==> src/rtl/axis_out_serializer.sv <==
// Wide-to-narrow AXI-Stream serializer: each wide beat of NUM_CORES lanes is
// emitted lane 0 first as NUM_CORES narrow beats, with a frame counter on tlast.
module axis_out_serializer #(
  parameter int WIDTH      = 16,
  parameter int CHUNK_SIZE = 4,
  parameter int NUM_CORES  = 2
) (
  input  logic                                   aclk,
  input  logic                                   areset,
  input  logic [WIDTH*CHUNK_SIZE*NUM_CORES-1:0]  s_axis_tdata,
  input  logic                                   s_axis_tvalid,
  input  logic                                   s_axis_tlast,
  output logic                                   s_axis_tready,
  output logic [WIDTH*CHUNK_SIZE-1:0]            m_axis_tdata,
  output logic                                   m_axis_tvalid,
  output logic                                   m_axis_tlast,
  input  logic                                   m_axis_tready,
  output logic [15:0]                            frame_cnt,
  output logic                                   busy
);

  localparam int LW     = WIDTH * CHUNK_SIZE;
  localparam int LANE_W = (NUM_CORES > 1) ? $clog2(NUM_CORES) : 1;
  localparam logic [LANE_W-1:0] LAST_LANE = LANE_W'(NUM_CORES - 1);

  typedef enum logic {S_IDLE = 1'b0, S_SEND = 1'b1} state_e;

  state_e                   state_q, state_d;
  logic [LANE_W-1:0]        lane_q, lane_d;
  logic [LW*NUM_CORES-1:0]  hold_q, hold_d;
  logic                     last_q, last_d;
  logic [15:0]              frame_cnt_q, frame_cnt_d;

  logic at_last;
  logic s_hs;
  logic m_hs;

  // Both ports use plain AXIS valid/ready: a beat transfers on a rising edge
  // where valid and ready are both 1; a raised valid is never retracted and
  // its payload stays stable until that edge.
  assign at_last = (lane_q == LAST_LANE);
  assign s_hs    = s_axis_tvalid && s_axis_tready;
  assign m_hs    = m_axis_tvalid && m_axis_tready;

  always_ff @(posedge aclk) begin
    if (areset) state_q <= S_IDLE;
    else        state_q <= state_d;
  end

  always_comb begin
    state_d = state_q;
    case (state_q)
      S_IDLE:  if (s_hs) state_d = S_SEND;
      S_SEND:  if (m_hs && at_last && !s_hs) state_d = S_IDLE;
      default: state_d = S_IDLE;
    endcase
  end

  // Handshake flags are forced low while reset is asserted, even mid-frame.
  always_comb begin
    s_axis_tready = 1'b0;
    m_axis_tvalid = 1'b0;
    m_axis_tlast  = 1'b0;
    busy          = 1'b0;
    if (!areset) begin
      case (state_q)
        S_IDLE: s_axis_tready = 1'b1;
        S_SEND: begin
          s_axis_tready = at_last && m_axis_tready;
          m_axis_tvalid = 1'b1;
          m_axis_tlast  = last_q && at_last;
          busy          = 1'b1;
        end
        default: ;
      endcase
    end
  end

  always_comb begin
    m_axis_tdata = '0;
    for (int k = 0; k < NUM_CORES; k++) begin
      if (lane_q == LANE_W'(k)) m_axis_tdata = hold_q[k*LW +: LW];
    end
  end

  always_comb begin
    lane_d      = lane_q;
    hold_d      = hold_q;
    last_d      = last_q;
    frame_cnt_d = frame_cnt_q;
    if (s_hs) begin
      lane_d = '0;
      hold_d = s_axis_tdata;
      last_d = s_axis_tlast;
    end else if (m_hs && !at_last) begin
      lane_d = lane_q + LANE_W'(1);
    end
    if (m_hs && m_axis_tlast) frame_cnt_d = frame_cnt_q + 16'd1;
  end

  always_ff @(posedge aclk) begin
    if (areset) begin
      lane_q      <= '0;
      hold_q      <= '0;
      last_q      <= 1'b0;
      frame_cnt_q <= '0;
    end else begin
      lane_q      <= lane_d;
      hold_q      <= hold_d;
      last_q      <= last_d;
      frame_cnt_q <= frame_cnt_d;
    end
  end

  assign frame_cnt = frame_cnt_q;

endmodule

==> config.mk <==
export PLATFORM = sky130hd
export DESIGN_NAME = axis_out_serializer
export DESIGN_NICKNAME = d
export VERILOG_FILES = /design/src/rtl/axis_out_serializer.sv
export SDC_FILE = /design/constraint.sdc
export NUM_CORES = 1
export LEC_CHECK = 0
export CAP_MARGIN = 20
export CORE_UTILIZATION = 60
export CTS_CLUSTER_DIAMETER = 50
export DETAILED_ROUTE_END_ITERATION = 12
export DONT_BUFFER_PORTS = 1
export GPL_TIMING_DRIVEN = 1
export MAX_ROUTING_LAYER = met4
export PLACE_DENSITY_LB_ADDON = 0.1
export SYNTH_ARGS = -nofsm -noshare
export SYNTH_HDL_FRONTEND = slang
export SYNTH_SLANG_ARGS = --single-unit
==> constraint.sdc <==
create_clock -name aclk -period 2.01 [get_ports aclk]
set_input_delay 0.402 -clock aclk [delete_from_list [all_inputs] [get_ports aclk]]
set_output_delay 0.402 -clock aclk [all_outputs]
set_load 0.01 [all_outputs]
**Yosys cells after proc, flatten, opt, wreduce, memory -nomap -nowiden**

Cells that the tools add are included.

- Input bits: 133
- Register bits: 147
- Output and inout bits: 84

- Multiplexer cells: 10
- Bitwise logic cells: 1
- Reduce and logical (&&, ||, !) cells: 11
- $add $sub $neg: 2

Operators with widths:

| kind | count |
|---|---|
| two-way mux 64 bit | 1 |
| adder 16 x 1 -> 16 bit, second input constant | 1 |
| logical AND 1 bit | 8 |
| two-way mux 1 bit | 7 |
| case mux 1 bit (2 select lines) | 2 |
| zero test 1 bit | 2 |
| OR reduction 2 bit | 1 |
| adder 1 bit, second input constant | 1 |
| NOT 1 bit | 1 |

**Logic depth before layout (Yosys ltp)**

- Depth in word-level cells: 8
- Mapped depth: 7
- Mapped depth without buffers: 5

**Worst setup path before layout**

No wires, ideal clock.

- Path kind: reg2out
- From: register lane_q, in the netlist at_last
- To: output m_axis_tdata[56]
- Setup slack: 350 ps
- Stages on the path, launching flop included: 5
- Arrival: 1258 ps
- Path buffers: 3
- Cells stage by stage: dfxtp_1 -> buf_2 -> buf_2 -> buf_2 -> mux2_2

- Cells in the longest elaborated chain, start to end: 1

Ends and longest elaborated chain:

| what | RTL line | source |
|---|---|---|
| start: declaration | 29 | `logic [LANE_W-1:0] lane_q, lane_d;` |
| start signal: assignment | 108 | `lane_q <= lane_d;` |
| two-way mux 64 bit | 82 | `if (lane_q == LANE_W'(k)) m_axis_tdata = hold_q[k*LW +: LW];` |
| end: declaration | 14 | `output logic [WIDTH*CHUNK_SIZE-1:0] m_axis_tdata,` |

No other way between the ends.

**Worst setup path in the final report**

- From: register lane_q, in the netlist at_last
- To: output m_axis_tdata[15]

The elaborated chain is that of the path after synthesis.

==> results summary <==
The flow ran to the end, and the final reports show no timing, DRC or antenna violations. The via density per instance is around 5.5. Ranked by total cell area, the synthesized netlist is headed by dfxtp_1 44%, nand3b_1 14%, mux2_2 11%, o21ai_1 9.1%, inv_1 7.3%.

The proportion of register bits with asynchronous set or reset after synthesis is 0. The number of pins with negative max-slew slack in the final report came out at 0. The pin count of the biggest net entering global routing came out at ~140. The sequential share of the synthesized area is 0.4386. The highest metal layer carrying signal wires in the routed design is met4. The via count of the first global-routing pass came out at about 5200. The type of the worst setup path is flop to output port.

TritonCTS built the clock tree. From left edge to right edge, the die measures around 110 um. Timing analysis after detailed placement gives a worst setup slack of roughly 330 ps. The placed wire-length estimate is 8808 um. The routed length on met2 came out at 7745 um. The height of the chip is 107.7 um.

The clock latency reported for the late side of the worst-skew pair came out at roughly 530 ps. The arrival time of the worst setup path is 1600 ps. STA puts the critical path data required time at ~1600 ps. The total CTS buffers is 17. The combined buffer and inverter count along the critical path came out at 1.

The adder and majority cell fraction of the synthesized area is 0.001865. The initial utilization of the core area, before any placement, comes to 0.6162. The repair_antennas step left the layout with diodes totalling 0.

In the final layout, flip-flops and latches occupy roughly 0.0029 mm2. The routed length on met1 came out at roughly 6400 um. The DRC violation count after routing came out at 0. The initial antenna violation count came out at 0. The clock net sink count is approximately 150. The congestion estimate from routability-driven global placement came to 0.8426. The number of nets in the synthesized netlist is between 800 and 900. Synthesis inferred 147 register bits. The maximum clock path buffer count is 2.

The path class of the tightest hold or removal check is input port to flop. Walking the worst path, the cells encountered are clkbuf_16 -> mux2_2. The portion of synthesized cell area occupied by the leading cell type came out at 0.4386.

The H-tree level count came out at 4. The max-capacitance violation count came out at 0. Summed over all layers, the global routing overflow is 0. The transition time at the pin with the least slew margin came out at 547.2 ps. The port buffer count came out at 0. The number of hold-slack violations in the final timing report was 0. The instance area after placement came out at between 0.006 and 0.007 mm2. The largest total area in the synthesized netlist belongs to dfxtp_1. The number of flops mapped to enable cells by yosys came out at 0. The headroom to the max-slew limit is 0.6340. 217 I/O pins were placed. The mux share of post-synthesis cell area is 0.1158.

The die area came out at roughly 0.012 mm2. The total wirelength of the detailed-routed design came out at between 15000 and 20000 um. The number of vias after detailed routing is 5283.

STA classifies the critical path startpoint as a flop. The commonest cells after synthesis are 147 x dfxtp_1, 131 x inv_1, 129 x nand3b_1. The clock skew came out at a little under 6 ps. The synthesized area per cell is between 9 and 10 um2.

The final critical-path share of the clock period came out at 0.9967. Counting the fill cells in the layout gives about 740. The power after layout came out at approximately 7 mW. The element type at the critical path end is an output port. In this run the standard cell core region covers 0.01089 mm2. The net count reported at finish is 943. The accumulated negative setup slack is 0 ps.

In the post-synthesis netlist, the cell with the most instances is dfxtp_1. The average wire per cell in the routed design is approximately 16 um. Broken down by cell family, the worst path's largest delay share belongs to flip-flops. The shortest period the worst path allows is about 2000 ps.

The unique cell type count in the Yosys netlist is 39. Of the total synthesized cell area, the portion taken by XOR and XNOR cells is 0.009138. The simple-gate area share of the yosys netlist is 0.1928. Once layout is complete, the cells apart from fillers number 962.

The worst setup margin is roughly 6.6 ps. The synthesized-area fraction occupied by ao, oa, aoi and oai cells came to 0.1078. The post-synth design cell area is around 0.0067 mm2.

The first-pass GRT wire length came out at 24160 um. The maximum clock frequency came out at around 0.5 GHz. In this run the remaining antenna-violating nets after routing total 0. Setup repair after global routing could not meet its margin everywhere. The area of combinational cells with multiple inputs is approximately 0.0029 mm2. The share of final-layout standard cells stronger than drive strength 1 is 0.1387. The peak supply drop is just under 0.001 V. The worst-path maximum fanout is 16. The post-synthesis to final-layout area growth came out at 23.52%.

In the global route stage, overall resource usage came out at 0.2749. The root buffer cell chosen for the clock tree is clkbuf_8. On the critical path, the stage with the largest delay is an instance of dfxtp_4. The reported leakage power came out at around 3.6 nW. Summed over all nets, wire length on met3 after detailed routing comes to roughly 1100 um.

After synthesis, the largest family of logic cells by area is simple AND/OR/NAND/NOR gates. The clock-pin slew reported for the worst setup and hold paths after clock tree synthesis is 60 ps. The initialized floorplan defines 38 standard-cell rows. After the first detailed-routing iteration, the DRC count stood at 348. The finished cells cover roughly 0.0083 mm2. The number of search-and-repair iterations in the first detailed-routing pass is 5. The largest stage delay on the critical path came out at 450 ps. The most used flip-flop cell after synthesis is dfxtp_1. Setup violations remaining at the end of the flow were counted as 0. The power density relative to cell area is 841.6 mW/mm2. The number of cells produced by synthesis is approximately 730. The placed instance count came out at 820.

The count of yosys warnings during synthesis is 0.
-- path summary, 6_finish.rpt --
path	from	end	slack (ps)	cells after the start
worst min register to register	hold_q[116]	hold_q[116]	480	2
worst max register to register	at_last	hold_q[10]	60	6
worst min-delay path	s_axis_tdata[3]	hold_q[3]	20	2
worst max-delay path	at_last	m_axis_tdata[15]	7	2
-- area by class of cell --
class                           count  area share
Inverter                          131     0.05934
Tap cell                          140     0.02114
Timing Repair Buffer              116      0.1480
Sequential cell                   147      0.3556
Multi-Input combinational cell    396      0.3485
Clock inverter                     11     0.01329
Clock buffer                       21     0.05421
-- layout by cell type, fill, tap and decap left out, types with 4 or more instances in the layout --
cell type,n
xnor2_1,4
or3_1,4
inv_1,131
mux2_4,4
nand3_1,4
buf_12,4
clkbuf_16,17
o21ai_1,122
dlygate4sd3_1,107
nand4_1,4
nand3b_1,129
a21oi_1,8
mux2_2,61
o21ai_0,11
dfxtp_1,146
clkinv_2,7
nor2_1,11
-- cells by family (layout without fill, tap and decap cells) --
| logic type | Yosys count | count (layout) |
|---|---|---|
| adder cells (fa/ha/maj) | 1 | 1 |
| flip-flops | 147 | 147 |
| XOR/XNOR | 7 | 7 |
| buffers and inverters | 185 | 279 |
| AND/OR/NAND/NOR | 176 | 176 |
| multiplexers | 69 | 69 |
| AO/OA/AOI/OAI | 143 | 143 |
-- per-stage QoR --
step | hold WS (ps) | utilization
floorplan | 449.6 | -
global placement | 460.6 | 0.6034
detailed placement | 465.9 | 0.6034
CTS | 0.8178 | 0.7581
global route | 10.82 | 0.7611
finish | 18.82 | 0.7611
-- power breakdown --
part           internal, mW  switching (mW)  total [mW]
combinational         0.409           0.364       0.773
clock                  1.81            1.18        2.99
sequential             3.10           0.105        3.21
total                  5.33            1.65        6.97
-- metal layers --
layer	vias up	track usage
li1	2576	-
met1	2448	0.2915
met2	206	0.4583
met3	53	0.09140
met4	0	0.1370
met5	-	-
-- worst reg2reg max path: stages, from the launching register on --
cell,delay [ps]
dfxtp_4,450
buf_4,180
nand2_2,70
a211o_4,480
buf_12,300
nand3b_1,230
o21ai_1,100
-- sequential cells by signal, summed over array words and instances (netlist names) --
name / flops
hold_q: 128
frame_cnt: 16
at_last: 1
last_q: 1
state_q: 1
-- repair_timing --
action,4_1_cts,5_1_grt
hold buffers,107,0
setup buffers,1,0
cloned,1,1
setup endpoints to repair,64,32
hold endpoints to repair,119,0
resized for setup,6,2
(Power assumes the default switching activity.)
